<file path="src/rtl/aes_block_collect_pkg.sv">
// Shared AES definitions: block and round-state types, final round index,
// and the occupancy encoding of the 2-entry output skid buffer.
package aes_block_collect_pkg;

  localparam int unsigned AES_BLOCK_W = 128;
  localparam int unsigned AES_STATE_W = 5;

  typedef logic [AES_BLOCK_W-1:0] aes_block_t;
  typedef logic [AES_STATE_W-1:0] aes_round_state_t;

  // Round index carried by a block that has completed all AES-128 rounds.
  localparam aes_round_state_t AES_FINAL_STATE = 5'd10;

  typedef enum logic [1:0] {
    OCC_EMPTY = 2'd0,
    OCC_ONE   = 2'd1,
    OCC_TWO   = 2'd2
  } occ_e;

endpackage

</file>
<file path="src/rtl/aes_skid_buf2.sv">
// Two-entry FIFO: occupancy FSM, 1-bit head/tail wrap pointers, storage.
// Handshake: push writes push_data at the tail, pop retires the head entry;
// the caller never pushes at OCC_TWO without a same-cycle pop and never pops
// at OCC_EMPTY. occ is exported so the FSM state is directly observable.
module aes_skid_buf2
  import aes_block_collect_pkg::*;
#(
  parameter int unsigned W = 128
) (
  input  logic         clk,
  input  logic         n_rst,
  input  logic         push,
  input  logic         pop,
  input  logic [W-1:0] push_data,
  output logic [W-1:0] head_data,
  output occ_e         occ
);

  occ_e         occ_q;
  occ_e         occ_d;
  logic         rd_ptr;
  logic         wr_ptr;
  logic [W-1:0] mem [0:1];

  // Occupancy state register.
  always_ff @(posedge clk or negedge n_rst) begin
    if (!n_rst) occ_q <= OCC_EMPTY;
    else        occ_q <= occ_d;
  end

  // Occupancy next state: push alone goes up, pop alone goes down, both hold.
  always_comb begin
    occ_d = occ_q;
    unique case ({push, pop})
      2'b10: begin
        if (occ_q == OCC_EMPTY)    occ_d = OCC_ONE;
        else if (occ_q == OCC_ONE) occ_d = OCC_TWO;
      end
      2'b01: begin
        if (occ_q == OCC_TWO)      occ_d = OCC_ONE;
        else if (occ_q == OCC_ONE) occ_d = OCC_EMPTY;
      end
      default: occ_d = occ_q;
    endcase
  end

  // Storage and pointers: tail slot written on push, head advances on pop.
  always_ff @(posedge clk or negedge n_rst) begin
    if (!n_rst) begin
      rd_ptr <= 1'b0;
      wr_ptr <= 1'b0;
      mem[0] <= '0;
      mem[1] <= '0;
    end else begin
      if (push) begin
        mem[wr_ptr] <= push_data;
        wr_ptr      <= ~wr_ptr;
      end
      if (pop) rd_ptr <= ~rd_ptr;
    end
  end

  assign head_data = mem[rd_ptr];
  assign occ       = occ_q;

endmodule

</file>
<file path="src/rtl/aes_block_collect.sv">
// Collects completed AES blocks from the round datapath into a 2-entry
// buffer and drains them to the output FIFO, stalling the datapath only
// when a final block cannot be taken this cycle.
module aes_block_collect
  import aes_block_collect_pkg::*;
#(
  parameter aes_round_state_t FINAL_STATE = AES_FINAL_STATE
) (
  input  logic             clk,
  input  logic             n_rst,
  input  aes_block_t       i_round_block,
  input  aes_round_state_t i_round_state,
  input  logic             i_round_valid,
  input  logic             i_fifo_full,
  output aes_block_t       o_block_out,
  output logic             o_write_fifo,
  output logic             o_stall,
  output logic [7:0]       o_blocks_done,
  output logic             o_state_err
);

  occ_e       occ;
  aes_block_t head;
  logic       is_final;
  logic       is_illegal;
  logic       pop;
  logic       accept;

  // Classify the incoming block and derive the push/pop handshake.
  always_comb begin
    is_final   = i_round_valid && (i_round_state == FINAL_STATE);
    is_illegal = i_round_valid && (i_round_state > FINAL_STATE);
    pop        = (occ != OCC_EMPTY) && !i_fifo_full;
    // A full buffer still accepts when the head leaves in the same cycle.
    accept     = is_final && ((occ != OCC_TWO) || pop);
    o_stall    = is_final && !accept;
    o_write_fifo = pop;
    o_block_out  = (occ != OCC_EMPTY) ? head : '0;
  end

  aes_skid_buf2 #(.W(AES_BLOCK_W)) u_buf (
    .clk       (clk),
    .n_rst     (n_rst),
    .push      (accept),
    .pop       (pop),
    .push_data (i_round_block),
    .head_data (head),
    .occ       (occ)
  );

  // Written-block counter (free-running modulo 256) and sticky state error.
  always_ff @(posedge clk or negedge n_rst) begin
    if (!n_rst) begin
      o_blocks_done <= 8'd0;
      o_state_err   <= 1'b0;
    end else begin
      if (pop)        o_blocks_done <= o_blocks_done + 8'd1;
      if (is_illegal) o_state_err   <= 1'b1;
    end
  end

endmodule
</file>
<file path="config.mk">
export PLATFORM = sky130hd
export DESIGN_NAME = aes_block_collect
export DESIGN_NICKNAME = d
export VERILOG_FILES = /design/src/rtl/aes_block_collect_pkg.sv /design/src/rtl/aes_skid_buf2.sv /design/src/rtl/aes_block_collect.sv
export SDC_FILE = /design/constraint.sdc
export NUM_CORES = 1
export LEC_CHECK = 0
export CELL_PAD_IN_SITES_DETAIL_PLACEMENT = 1
export CELL_PAD_IN_SITES_GLOBAL_PLACEMENT = 2
export CORE_MARGIN = 2
export CORE_UTILIZATION = 35
export CTS_CLUSTER_SIZE = 14
export DETAILED_ROUTE_END_ITERATION = 12
export GPL_ROUTABILITY_DRIVEN = 1
export PLACE_DENSITY_LB_ADDON = 0.1
export SYNTH_ARGS = -nofsm -noshare
export SYNTH_HDL_FRONTEND = slang
export SYNTH_SLANG_ARGS = --single-unit
</file>
<file path="constraint.sdc">
create_clock -name clk -period 1.88 [get_ports clk]
set_clock_uncertainty 0.05 [all_clocks]
set_input_delay 0.47 -clock clk [delete_from_list [all_inputs] [get_ports clk]]
set_output_delay 0.47 -clock clk [all_outputs]
set_load 0.03 [all_outputs]
</file>
# Word-level counts from Yosys, hierarchy flattened
# Cells that the tools add are included.
# word_totals
ff_bits	269
wordCells	49
# classes
add_sub_neg	1
order_cmp	4
n_eq_ne	8
n_mux	12
n_bitwise	4
reduce_logical	13
# op_table
operator	count
2-to-1 mux 128 bit	5
bitwise mux 256 bit	1
demux 128 bit (select 1 bit)	1
adder 8 x 1 -> 8 bit, second input constant	1
2-to-1 mux 2 bit	4
logical AND 1 bit	6
inequality test 3 x 1 -> 1 bit, second input constant	2
equality test 5 x 4 -> 1 bit, second input constant	1
greater-than comparator 5 x 4 -> 1 bit, second input constant	1
equality test 2 x 1 -> 1 bit, second input constant	2
equality test 2 bit, second input constant	2
>= comparator 2 bit, second input constant	2
NOT 1 -> 2 bit	2
one-hot mux 2 bit (2 select lines)	1
nonzero test 2 bit	2
AND reduction 3 bit	1
zero test 1 bit	2
zero test 2 bit	1
< comparator 2 x 1 -> 1 bit, second input constant	1
inequality test 2 bit, second input constant	1
NOT 1 bit	2
logical OR 1 bit	1

# Depth between registers and ports, before layout
# logic_depth
depth_word	7
ltp_mapped	7

# Cells and area by module
# From an unflattened synthesis, not the netlist that was laid out.
# unflattened
hier_cells	890
area_unflattened_um2	13624.3
# modules_own_cells
mod	instances	cells_each	area_each_um2
aes_skid_buf2	1	707	12308.1
aes_block_collect	1	183	1316.3

# Worst setup path before layout
# OpenSTA, ideal clock, no wires.
# synth_path
kind	register -> output
start	register u_buf.rd_ptr
end	output port o_block_out[118]
arrival_time_ns	1.468
required_time_ns	1.360
setup_slack_ns	-0.108
stages_incl_launch_ff	6
path_cell_list	dfrtp_1 > clkbuf_1 > buf_2 > buf_2 > mux2i_1 > nor2_1
# synth_via
elab_chain_len	5
# synth_rtl
element	line	rtl
from (decl)	aes_skid_buf2.sv:21	logic rd_ptr;
from (signal assigned)	aes_skid_buf2.sv:59	if (pop) rd_ptr <= ~rd_ptr;
NOT 1 -> 2 bit (not written as such)	aes_skid_buf2.sv:63	assign head_data = mem[rd_ptr];
2-to-1 mux 128 bit (not written as such) (3 in series)	aes_skid_buf2.sv:63	
2-to-1 mux 128 bit	aes_block_collect.sv:38	o_block_out = (occ != OCC_EMPTY) ? head : '0;
to (decl)	aes_block_collect.sv:15	output aes_block_t o_block_out,
# No other way between the ends. The select of a mux whose other input is x is not followed.

# Worst setup path in the final report
# layout_path
start	register u_buf.rd_ptr
end	output port o_block_out[53]
# The elaborated chain is that of the path after synthesis.

==> implementation parameters <==
Parameter                              Value

Synthesis
  Mean Syn Cell Area    14.2 sq um
  Flip-flop cell with the highest count after synthesis    sky130_fd_sc_hd__dfrtp_1
  Syn nets    1,026
  Top-area cell type share of the netlist area    0.534
  Cell types occupying the most area after synthesis    sky130_fd_sc_hd__dfrtp_1 (53%), sky130_fd_sc_hd__mux2_4 (12%), sky130_fd_sc_hd__mux2i_1 (10%), sky130_fd_sc_hd__mux2_1 (9.6%), sky130_fd_sc_hd__mux2_2 (4.4%)
  Instance count of the mapped netlist    886
  Number of library cell types mapped by synthesis    29
  Synthesized flop and latch total    269
  Portion of the post-synthesis area used by sequential elements    0.534
  Most frequent cell after synthesis    sky130_fd_sc_hd__dfrtp_1
  EDFF count, synth    0
  Simple-gate portion of the synthesized area    0.0475
  Total standard cell area after synthesis    12,600 sq um
  Multiplexer fraction of the synthesized cell area    0.361
  Post-synth top cells    sky130_fd_sc_hd__dfrtp_1 (269), sky130_fd_sc_hd__nor2_1 (133), sky130_fd_sc_hd__mux2i_1 (128), sky130_fd_sc_hd__mux2_1 (108), sky130_fd_sc_hd__mux2_4 (100)
  Post-synthesis share of cell area spent on full adders, half adders and majority gates    0.00298
  Post-synthesis share of cell area spent on xor and xnor gates    0.00625
  Area leader, netlist    sky130_fd_sc_hd__dfrtp_1
  Area fraction in compound gates after synthesis    0.00556
  Main combinational cell family by area after synthesis    multiplexers
  Fraction of registers with async set or reset after synthesis    1.00
  YS warnings    0

Setup path
  Data required time of the critical path    1360 ps
  Worst endpoint data arrival time    1970 ps
  Highest net fanout along the worst path    7
  Kind of capture point of the worst setup path    primary output
  FF-to-FF setup slack    -260 ps
  Element type at the critical path start    register
  Start-to-end type of the worst setup path    reg2out

Routing
  Routed WL per cell    21.9 microns
  First DRT Iteration DRCs    272
  Ratio of routed vias to standard cells    4.85
  Post-Route WL    38,400 microns
  Total number of vias    8,503
  Number of DRC violations after detailed routing    0
  Number of nets with antenna violations after routing    0
  TritonRoute pass-1 iters    4

Clock tree
  TritonCTS sink count    269
  Maximum buffer depth of the clock tree    3
  Clock latency of the later-clocked register in the worst-skew pair    550 ps
  Number of buffers inserted during clock tree synthesis    31
  Clock Tree Root    sky130_fd_sc_hd__clkbuf_16
  Total number of H-tree levels    1
  CTS tree    built
  Clock transition at the registers of the reported paths    60 ps

Timing
  Setup repair after global routing missed its margin    yes
  Final Slew Violations    0
  Slew of the pin with the lowest slew margin    424 ps
  Worst max-slew margin expressed relative to the limit    0.718
  Final Hold Slack    364 ps
  Endpoints failing hold    0
  Upper clock frequency limit    0.401 GHz
  Shortest clock period the worst path allows after layout    2490 ps
  Total setup violations reported at the end of the flow    388
  Post-route clock period utilization    1.33
  Worst setup slack after layout    -613 ps

Placed design
  Port buffer count    275
  HPWL reported at the end of detailed placement    23,700 microns
  Standard cell area after detailed placement    16,700 sq um
  DP Worst Slack    -584 ps
  Routability Congestion    0.723

Layout
  Layout area overhead    58.5%
  Nets@finish    1,415
  Fillers    3,377
  Register area    6740 sq um
  Final std cell area, no fill    20,000 sq um
  Area used by multi-input combinational logic    6480 sq um
  Layout cell share with drive strength beyond 1    0.575

Die
  Floorplan core area    35,500 sq um
  Effective utilization at floorplan    0.355
  Number of I/O pins    276
  Die Span X    194 microns
  Die area    37,600 sq um
  Site Rows    69
  Vertical extent of the die    194 microns

Pwr
  Maximum resistive drop on vdd    0.000739 V
  PD cells    1340 nW/um^2
  Total power of the final layout    26,700 uW
  Pleak    0.00961 uW

GRT
  Wire length of the first global-routing pass    54,600 microns
  Total grt overflow    0
  Number of antenna violations at the first check in global routing    2
  Vias in the first global route    9,235
  Pin count of the biggest net entering global routing    50
  Combined global-route utilization of all metal layers    0.183

Job
  Max-cap viol count    0

Run status
  Run status    complete, but fails checks
  Violated checks    negative setup slack

Worst hold path
  Type of the most critical hold path    in2async
worst max-delay path: stages, from the launching register on:
cell and delay, ps:
sky130_fd_sc_hd__dfrtp_4 510, sky130_fd_sc_hd__buf_8 150, sky130_fd_sc_hd__buf_12 150, sky130_fd_sc_hd__buf_12 150
sky130_fd_sc_hd__mux2i_4 180, sky130_fd_sc_hd__nor2_2 120, sky130_fd_sc_hd__buf_6 140
final timing paths:
kind                                   start  cells past startpoint               to
min in group clk                 o_state_err                      1      o_state_err
worst min register to register   o_state_err                      1      o_state_err
worst max register to register  u_buf.occ[0]                      9    u_buf.mem[99]
worst min-delay path                   n_rst                      2   u_buf.mem[159]
max in group asynchronous              n_rst                      3   u_buf.mem[233]
worst max-delay path            u_buf.rd_ptr                      6  o_block_out[53]
final cells by class:
class	instances	share of cell area
timing repair buffer	413	0.258
multi-input combinational	556	0.324
clock inverter	8	0.00495
tap	461	0.0289
inverter	4	0.00100
antenna	1	0.000125
sequential	269	0.337
clock buffer	43	0.0451
kinds of logic (layout without fill, tap and decap cells):
| family | after synthesis | after routing |
|---|---|---|
| AO/OA/AOI/OAI | 9 | 9 |
| XOR/XNOR | 9 | 9 |
| adder cells (fa/ha/maj) | 3 | 3 |
| buffers and inverters | 61 | 468 |
| flip-flops | 269 | 269 |
| multiplexers | 385 | 385 |
| other | 0 | 1 |
| AND/OR/NAND/NOR | 150 | 150 |
per-layer routing:
| metal | track usage | up-vias | share of wire |
|---|---|---|---|
| met5 | 0 | - | 0.00023 |
| met4 | 0.0286 | 2 | 0.015 |
| met3 | 0.0405 | 34 | 0.048 |
| met2 | 0.308 | 200 | 0.49 |
| met1 | 0.245 | 4398 | 0.45 |
| li1 | - | 3869 | - |
per-stage QoR:
| step | instances | utilization | TNS (ps) |
|---|---|---|---|
| 3_3_place_gp | 1643 | 0.470 | -138270 |
| 2_1_floorplan | 886 | - | 0 |
| 3_5_place_dp | 1643 | 0.470 | -140970 |
| 6_report | 1755 | 0.563 | -112050 |
| 4_1_cts | 1715 | 0.521 | -80020 |
| 5_1_grt | 1754 | 0.563 | -138900 |
timing repair:
| item | CTS | global route |
|---|---|---|
| pin swaps | 8 | 23 |
| setup buffers | 15 | 21 |
| hold endpoints to repair | 32 | 0 |
| hold buffers | 1 | 0 |
| gates cloned | 6 | 23 |
| gates resized for setup | 163 | 231 |
| endpoints found under the setup margin | 162 | 387 |
flip-flops by register name (all words and copies together), names as in the netlist:
signal,flops
o_blocks_done,8
o_state_err,1
u_buf.mem,256
u_buf.occ,2
u_buf.rd_ptr,1
u_buf.wr_ptr,1
placed cells by master, fill, tap and decap left out, drive strengths merged:
master	instances
clkbuf	66
nand3	1
diode	1
nor4	3
a21o	3
nor2	133
xor2	5
xnor2	4
inv	4
bufbuf	1
a22oi	2
bufinv	2
nand3b	1
ha	3
dlygate4sd3	1
nand2	6
buf	246
o22a	1
a21boi	1
and4b	2
clkinv	4
clkinvlp	2
nand4	2
nor3	2
o21bai	1
dfrtp	269
clkdlybuf4s15	7
o21ai	1
mux2	257
clkdlybuf4s50	135
mux2i	128
power by group:
part	total, uW	switching, uW	internal [uW]	leakage [uW]
clock	5960	2390	3570	0.000489
sequential	8010	900	7110	0.00357
combinational	12800	6050	6710	0.00555
Note: power is estimated with default switching activity, not from simulation.
